**src/rtl/dual_slope_pkg.sv**
```systemverilog
// dual_slope_pkg
// Shared types and constants for the dual-slope ADC sequencer:
//   - state_t : sequencer states (IDLE, AZ, INT, DEINT)
//   - CH_VM / CH_REF / CH_ZR : bit positions of the switch enables in ch
//   - CH_ENC_* : one-hot switch pattern driven in each state
//   - ch_of() : maps a state to its switch pattern
package dual_slope_pkg;

    typedef enum logic [1:0] {
        ST_IDLE  = 2'd0,
        ST_AZ    = 2'd1,
        ST_INT   = 2'd2,
        ST_DEINT = 2'd3
    } state_t;

    localparam int CH_VM  = 0;
    localparam int CH_REF = 1;
    localparam int CH_ZR  = 2;

    localparam logic [2:0] CH_ENC_IDLE  = 3'(1 << CH_ZR);
    localparam logic [2:0] CH_ENC_AZ    = 3'(1 << CH_ZR);
    localparam logic [2:0] CH_ENC_INT   = 3'(1 << CH_VM);
    localparam logic [2:0] CH_ENC_DEINT = 3'(1 << CH_REF);

    function automatic logic [2:0] ch_of(input state_t s);
        case (s)
            ST_AZ:    return CH_ENC_AZ;
            ST_INT:   return CH_ENC_INT;
            ST_DEINT: return CH_ENC_DEINT;
            default:  return CH_ENC_IDLE;
        endcase
    endfunction

endpackage

```
**src/rtl/dual_slope_cnt.sv**
```systemverilog
// dual_slope_cnt
// Phase counter shared by all timed phases of the sequencer. Counts up by one
// every cycle unless cleared; tc flags that the count equals the runtime limit.
// Ports:
//   clk    - system clock
//   reset  - synchronous active-high reset (count -> 0)
//   clr    - synchronous clear (count -> 0 on next edge)
//   limit  - terminal value compared against the current count
//   cnt    - current count
//   tc     - cnt == limit
module dual_slope_cnt
    import dual_slope_pkg::*;
#(
    parameter int CNT_W = 12
) (
    input  logic             clk,
    input  logic             reset,
    input  logic             clr,
    input  logic [CNT_W-1:0] limit,
    output logic [CNT_W-1:0] cnt,
    output logic             tc
);

    always_ff @(posedge clk) begin
        if (reset) begin
            cnt <= '0;
        end else if (clr) begin
            cnt <= '0;
        end else begin
            cnt <= cnt + CNT_W'(1);
        end
    end

    assign tc = (cnt == limit);

endmodule

```
**src/rtl/dual_slope_ctrl.sv**
```systemverilog
// dual_slope_ctrl
// Control sequencer for a dual-slope integrating ADC front end. Steps the
// analog switch bank through auto-zero, fixed-time integration and reference
// de-integration, counts the de-integration time and hands the signed-magnitude
// result to the consumer with a valid/ack handshake.
//
// Build option: DUAL_SLOPE_AUTOZERO_EN
//   defined   - an auto-zero phase of N_AZ cycles precedes integration
//   undefined - IDLE goes straight to integration; N_AZ has no effect
//
// Ports:
//   clk, reset          - clock and synchronous active-high reset
//   iniciar             - start request, sampled in IDLE
//   vint_z, vint_pos    - comparator: integrator at zero / integrator positive
//   ack                 - consumer has taken the result
//   ch[2:0]             - one-hot switch enables: [0] input, [1] ref, [2] zero
//   ref_neg             - 1 selects the negative reference during de-integration
//   busy                - conversion in progress
//   valid               - result/negative/overrange hold a fresh result
//   result              - de-integration cycle count
//   negative            - input polarity of the result
//   overrange           - de-integration hit the timeout
//
// state | meaning
// ------+---------------------------------------------------------------
// IDLE  | waiting for iniciar; zero switch closed
// AZ    | auto-zero for N_AZ cycles (only with DUAL_SLOPE_AUTOZERO_EN)
// INT   | integrate input for N_INT cycles; latch polarity on last cycle
// DEINT | de-integrate reference until zero crossing or T_MAX-1
module dual_slope_ctrl
    import dual_slope_pkg::*;
#(
    parameter int CNT_W = 12,
    parameter int N_INT = 2048,
    parameter int T_MAX = 4096,
    parameter int N_AZ  = 256
) (
    input  logic             clk,
    input  logic             reset,
    input  logic             iniciar,
    input  logic             vint_z,
    input  logic             vint_pos,
    input  logic             ack,
    output logic [2:0]       ch,
    output logic             ref_neg,
    output logic             busy,
    output logic             valid,
    output logic [CNT_W-1:0] result,
    output logic             negative,
    output logic             overrange
);

    localparam logic [CNT_W-1:0] LIM_AZ    = CNT_W'(N_AZ - 1);
    localparam logic [CNT_W-1:0] LIM_INT   = CNT_W'(N_INT - 1);
    localparam logic [CNT_W-1:0] LIM_DEINT = CNT_W'(T_MAX - 1);

    state_t           state;
    logic [CNT_W-1:0] cnt;
    logic [CNT_W-1:0] cnt_lim;
    logic             cnt_tc;
    logic             cnt_clr;

    always_comb begin
        cnt_lim = LIM_DEINT;
        case (state)
            ST_AZ:   cnt_lim = LIM_AZ;
            ST_INT:  cnt_lim = LIM_INT;
            default: cnt_lim = LIM_DEINT;
        endcase
    end

    // Clear whenever a phase ends so every phase starts from zero, and clear
    // on a DEINT exit as well so the count never rolls past T_MAX-1.
    assign cnt_clr = (state == ST_IDLE) || cnt_tc ||
                     ((state == ST_DEINT) && vint_z);

    dual_slope_cnt #(
        .CNT_W (CNT_W)
    ) u_cnt (
        .clk   (clk),
        .reset (reset),
        .clr   (cnt_clr),
        .limit (cnt_lim),
        .cnt   (cnt),
        .tc    (cnt_tc)
    );

    always_ff @(posedge clk) begin
        if (reset) begin
            state     <= ST_IDLE;
            ch        <= CH_ENC_IDLE;
            ref_neg   <= 1'b0;
            busy      <= 1'b0;
            valid     <= 1'b0;
            result    <= '0;
            negative  <= 1'b0;
            overrange <= 1'b0;
        end else begin
            // ack drops valid unless a later branch writes a new result.
            if (ack) begin
                valid <= 1'b0;
            end

            case (state)
                ST_IDLE: begin
                    if (iniciar) begin
                        valid <= 1'b0;
                        busy  <= 1'b1;
`ifdef DUAL_SLOPE_AUTOZERO_EN
                        state <= ST_AZ;
                        ch    <= ch_of(ST_AZ);
`else
                        state <= ST_INT;
                        ch    <= ch_of(ST_INT);
`endif
                    end
                end

`ifdef DUAL_SLOPE_AUTOZERO_EN
                ST_AZ: begin
                    if (cnt_tc) begin
                        state <= ST_INT;
                        ch    <= ch_of(ST_INT);
                    end
                end
`endif

                ST_INT: begin
                    if (cnt_tc) begin
                        ref_neg <= vint_pos;
                        state   <= ST_DEINT;
                        ch      <= ch_of(ST_DEINT);
                    end
                end

                ST_DEINT: begin
                    // Zero crossing takes priority over the timeout.
                    if (vint_z || cnt_tc) begin
                        result    <= cnt;
                        negative  <= ref_neg;
                        overrange <= ~vint_z;
                        valid     <= 1'b1;
                        busy      <= 1'b0;
                        state     <= ST_IDLE;
                        ch        <= ch_of(ST_IDLE);
                    end
                end

                default: begin
                    state <= ST_IDLE;
                    ch    <= ch_of(ST_IDLE);
                    busy  <= 1'b0;
                end
            endcase
        end
    end

endmodule

```
**config.mk**
```make
export PLATFORM = sky130hd
export DESIGN_NAME = dual_slope_ctrl
export DESIGN_NICKNAME = d
export VERILOG_FILES = /design/src/rtl/dual_slope_pkg.sv /design/src/rtl/dual_slope_cnt.sv /design/src/rtl/dual_slope_ctrl.sv
export SDC_FILE = /design/constraint.sdc
export NUM_CORES = 1
export LEC_CHECK = 0
export CORE_ASPECT_RATIO = 1.75
export CORE_UTILIZATION = 54
export CTS_BUF_LIST = sky130_fd_sc_hd__clkbuf_4 sky130_fd_sc_hd__clkbuf_8
export DETAILED_ROUTE_END_ITERATION = 8
export GPL_ROUTABILITY_DRIVEN = 0
export PLACE_DENSITY = 0.81
export SYNTH_ARGS = -nofsm -noshare
export SYNTH_HDL_FRONTEND = slang
export SYNTH_SLANG_ARGS = --single-unit
```
**constraint.sdc**
```tcl
create_clock -name clk -period 5 [get_ports clk]
set_input_delay 1 -clock clk [delete_from_list [all_inputs] [get_ports clk]]
set_output_delay 1 -clock clk [all_outputs]
set_load 0.05 [all_outputs]
```
**After elaboration in Yosys (flattened, before gate mapping)**

Index checks and enable logic that the tools add are counted.

- Word-level logic and storage cells: 45
- Output and inout port bits: 20
- Bits of input ports: 6
- Register bits: 34

- Muxes and demuxes: 16
- Reduce and logical (&&, ||, !) cells: 10
- $add $sub $neg: 1
- Equal/unequal tests: 7
- Bitwise operators: 2

Operator list:

| kind | number |
|---|---|
| 12-bit one-hot mux with 2 select lines | 1 |
| 12-bit by 1-bit adder with 12-bit output, second input constant | 1 |
| 12-bit equality test | 1 |
| 3-bit two-way mux | 3 |
| 3-bit one-hot mux with 3 select lines | 1 |
| 2-bit two-way mux | 3 |
| 2-bit one-hot mux with 3 select lines | 1 |
| 3-bit AND reduction | 2 |
| 1-bit two-way mux | 5 |
| 2-bit equality test, second input constant | 2 |
| 2-bit != test, second input constant | 2 |
| 2-bit AND reduction | 2 |
| 1-bit logical OR | 3 |
| 1-bit one-hot mux with 3 select lines | 1 |
| 2-bit by 1-bit equality test with 1-bit output, second input constant | 1 |
| 2-bit logical NOT | 1 |
| 2-bit by 1-bit != test with 1-bit output, second input constant | 1 |
| 1-bit NOT | 2 |
| 1-bit one-hot mux with 2 select lines | 1 |
| 2-bit OR reduction | 1 |
| 1-bit logical AND | 1 |

**Longest topological paths before layout**

- Depth after elaboration: 6
- Depth in mapped cells: 8
- Mapped depth without buffers: 6

**Hierarchy**

From an unflattened synthesis, not the netlist that was laid out.

- Cell total of the unflattened synthesis: 179
- Area total of the unflattened synthesis: 1519.0 um^2

Modules (own cells, without submodules):

| module | cells each | area each (um^2) | times used |
|---|---|---|---|
| dual_slope_ctrl | 103 | 863.3 | 1 |
| dual_slope_cnt | 76 | 655.6 | 1 |

**Least setup slack after synthesis**

OpenSTA, ideal clock, no wires.

- Path type: reg2reg
- Start: register ch[1] (netlist name)
- End: register ch[1]
- Arrival: 1979 ps
- Stages on the path, launching flop included: 6
- Path buffers: 0
- Path slack: 2926 ps
- Cells stage by stage: dfxtp_1 > ha_1 > or4b_4 > a2111o_1 > or4_1 > o311ai_1

RTL lines:

| item | line | source |
|---|---|---|
| end signal, assigned | dual_slope_ctrl.sv:114 | `ch <= ch_of(ST_INT);` |
| end signal, assigned | dual_slope_ctrl.sv:132 | `ch <= ch_of(ST_DEINT);` |
| end signal, assigned | dual_slope_ctrl.sv:145 | `ch <= ch_of(ST_IDLE);` |
| end, declared | dual_slope_ctrl.sv:44 | `output logic [2:0] ch,` |

**Final worst setup path**

- Start: input port reset
- End: register u_cnt.cnt[7]

- Word-level cells in the longest chain between the ends: 1

Ends and longest elaborated chain:

| item | line | source |
|---|---|---|
| start, declared | dual_slope_ctrl.sv:39 | `input logic reset,` |
| 2-bit OR reduction (no source line) | -- |  |
| end signal, assigned | dual_slope_cnt.sv:30 | `cnt <= cnt + CNT_W'(1);` |
| end, declared | dual_slope_cnt.sv:20 | `output logic [CNT_W-1:0] cnt,` |

No other way between the ends.
A chain may end at the register's enable or synchronous reset.

==> impl_metrics.tcl <==
set metrics [dict create \
    status "finished, final reports clean" \
    htreeDepth 2 \
    total_power_uw 539 \
    viasPerCell 5.70 \
    maxSlewViolCount 0 \
    final_cell_mix "nand2_1 (33), dfxtp_1 (33), clkdlybuf4s50_1 (25)" \
    port_buffers 25 \
    fin_area_sq_mm 0.00182 \
    period_share 0.573 \
    cts_buffer_depth 2 \
    nets 204 \
    ant_nets 0 \
    cp.required_ps 5220 \
    n_fill_cell 210 \
    path_class "in -> reg" \
    fin_setup_tns_ps 0 \
    start_kind "input port" \
    io_pins 26 \
    synth_largest_area_cell "dfxtp_1" \
    arrival_ps 3080 \
    yosysTopAreaCellShare 0.442 \
    antenna_found_initial 0 \
    cpLargestDelayFamily "buffers and inverters" \
    insertion_delay_ps 290 \
    synth_area_sq_mm 0.00149 \
    rsz0062_at_grt "false" \
    synth.area.top_cells "dfxtp_1 (44%), mux2i_1 (8.7%), nand2_1 (8.3%)" \
    antennaDiodeCount 0 \
    placed_area_sq_mm 0.00173 \
    max_freq_ghz 0.349 \
    hold_ws_ps 456 \
    cts.sinks 33 \
    ir_worst_vdd_uv 244 \
    vias 1255 \
    post_cts_buffers 0 \
    hold_buffers 0 \
    p_per_area_mw_per_mm2 297 \
    synth.yosys.seq_area_share 0.442 \
    grt_pass1_wl_microns 5370 \
    syn_nets 180 \
    hold_viol_final 0 \
    netlist-cell-type-count 33 \
    rows 24 \
    avgSynthCellArea_sq_um 8.84 \
    slowest_stage "inv_1" \
    endpoint_kind "flip-flop" \
    ys_warn_count 0 \
    cts_tree "built" \
    worst-path-max-fanout 29 \
    worstMarginPinSlew_ps 796 \
    cts_made_buffers 5 \
    finalWirelength_microns 3140 \
    critPathBufInv 2 \
    drv_cap 0 \
    initial_utilization 0.585 \
    fin_skew_ps 6.33 \
    ys_seq_elements 33 \
    postSynthCellCount 169 \
    relSlewSlack 0.469 \
    hpwl_microns 2280 \
    cts_resized 0 \
    multi_input_area_sq_um 753 \
    cts-root-buf "clkbuf_8" \
    grt_max_degree 30 \
    grt.total_usage 0.237 \
    final_util 0.712 \
    hold_class "reg -> reg" \
    worstPathCellList "clkdlybuf4s50_1, inv_1, nand2_1, or3_1, nor2_1" \
    fin_crit_ps 2860 \
    register_area_sq_um 661 \
    detail_route.first_pass.iterations 4 \
    clk_pin_slew_ps 70 \
    grt-ovfl-total 0 \
    drive_above_1_share 0.0567 \
    coreArea_sq_mm 0.00255 \
    die_h_microns 71.6 \
    grt_pass1_vias 1261 \
    p_leak_uw 0.000597 \
    die_w_microns 41.8 \
    drtIter0Drc 43 \
    finalSetupViolCount 0 \
    die-area_sq_mm 0.00299 \
    syn_to_final_growth_pct 21.6 \
    route.detailed.drc 0 \
    drt-wirelength-per-cell_microns 14.3 \
    worst_path_largest_cell_delay_ps 640 \
]
[metal layers]
metal  track usage  vias to the layer above  share of wire
met4         0.151                        0          0.042
met2         0.446                       45           0.55
met1         0.215                      588           0.36
li1              -                      609              -
met3        0.0630                       13          0.039
met5             0                        -              0
[cell families after synthesis]
kind of cell / share of synthesized area
compound gates: 0.0846
xor+xnor: 0.0645
fa+ha+maj: 0.0419
flops: 0.442
mux: 0.0871
buf+inv: 0.0536
simple gates: 0.226
[power by group]
part | internal (uW) | total [uW] | switching (uW)
combinational | 23.6 | 64.8 | 41.2
clock | 102 | 199 | 97.3
sequential | 270 | 275 | 5.30
total | 395 | 539 | 144
[worst register-to-register path: cells and delay by family (launching register included)]
family	cells	cell delay, ps
AOI/OAI and AO/OA	2	1200
xor gates and xnor gates	1	190
adders and majority gates	1	360
DFF	1	400
buffers and inverters	1	110
muxes	1	260
[metrics by stage]
stage	std cells	setup slack [ps]
6_report	220	2140
5_1_grt	220	1930
4_1_cts	220	2150
3_5_place_dp	212	1840
3_3_place_gp	212	1980
2_1_floorplan	169	2930
[cells in the mapped netlist]
cell type / n
ha_1: 5
buf_4: 2
o21a_1: 3
o311ai_1: 1
buf_2: 1
nor2_1: 19
or4b_4: 1
xor2_1: 1
nand3_1: 5
nor2b_1: 2
mux2i_1: 13
a21oi_1: 5
a2111oi_4: 1
or4_1: 1
a2111o_1: 1
a21o_1: 1
xnor2_1: 10
nand2_1: 33
nor3_1: 3
o22ai_1: 1
buf_6: 1
o211ai_1: 1
inv_1: 9
clkbuf_1: 4
nand4_1: 2
or2_2: 1
dfxtp_1: 33
nand4b_1: 1
nor4b_1: 1
or3_1: 1
nor3b_1: 1
o21ai_0: 2
nor4_1: 3
[path summary, 6_finish.rpt]
path,start,to,slack (ps),cells after the start
max,reset,u_cnt.cnt[7],2140,5
min,result[3],result[3],460,2
max reg2reg,ch[1],result[1],2420,6
min reg2reg,result[3],result[3],460,2
[flip-flops by register name (all words and copies together), names as in the netlist]
signal / count
overrange: 1
negative: 1
state: 1
valid: 1
ch: 3
result: 12
ref_neg: 1
u_cnt.cnt: 12
busy: 1
[cell type report]
type | instances | share of cell area
repair buffers | 25 | 0.138
clock buffers | 6 | 0.0420
clock inverters | 2 | 0.00551
flip-flops and latches | 33 | 0.364
well taps | 26 | 0.0179
multi-input cells | 119 | 0.415
inverters | 9 | 0.0186
No activity file was read; power rests on OpenSTA's default activity.
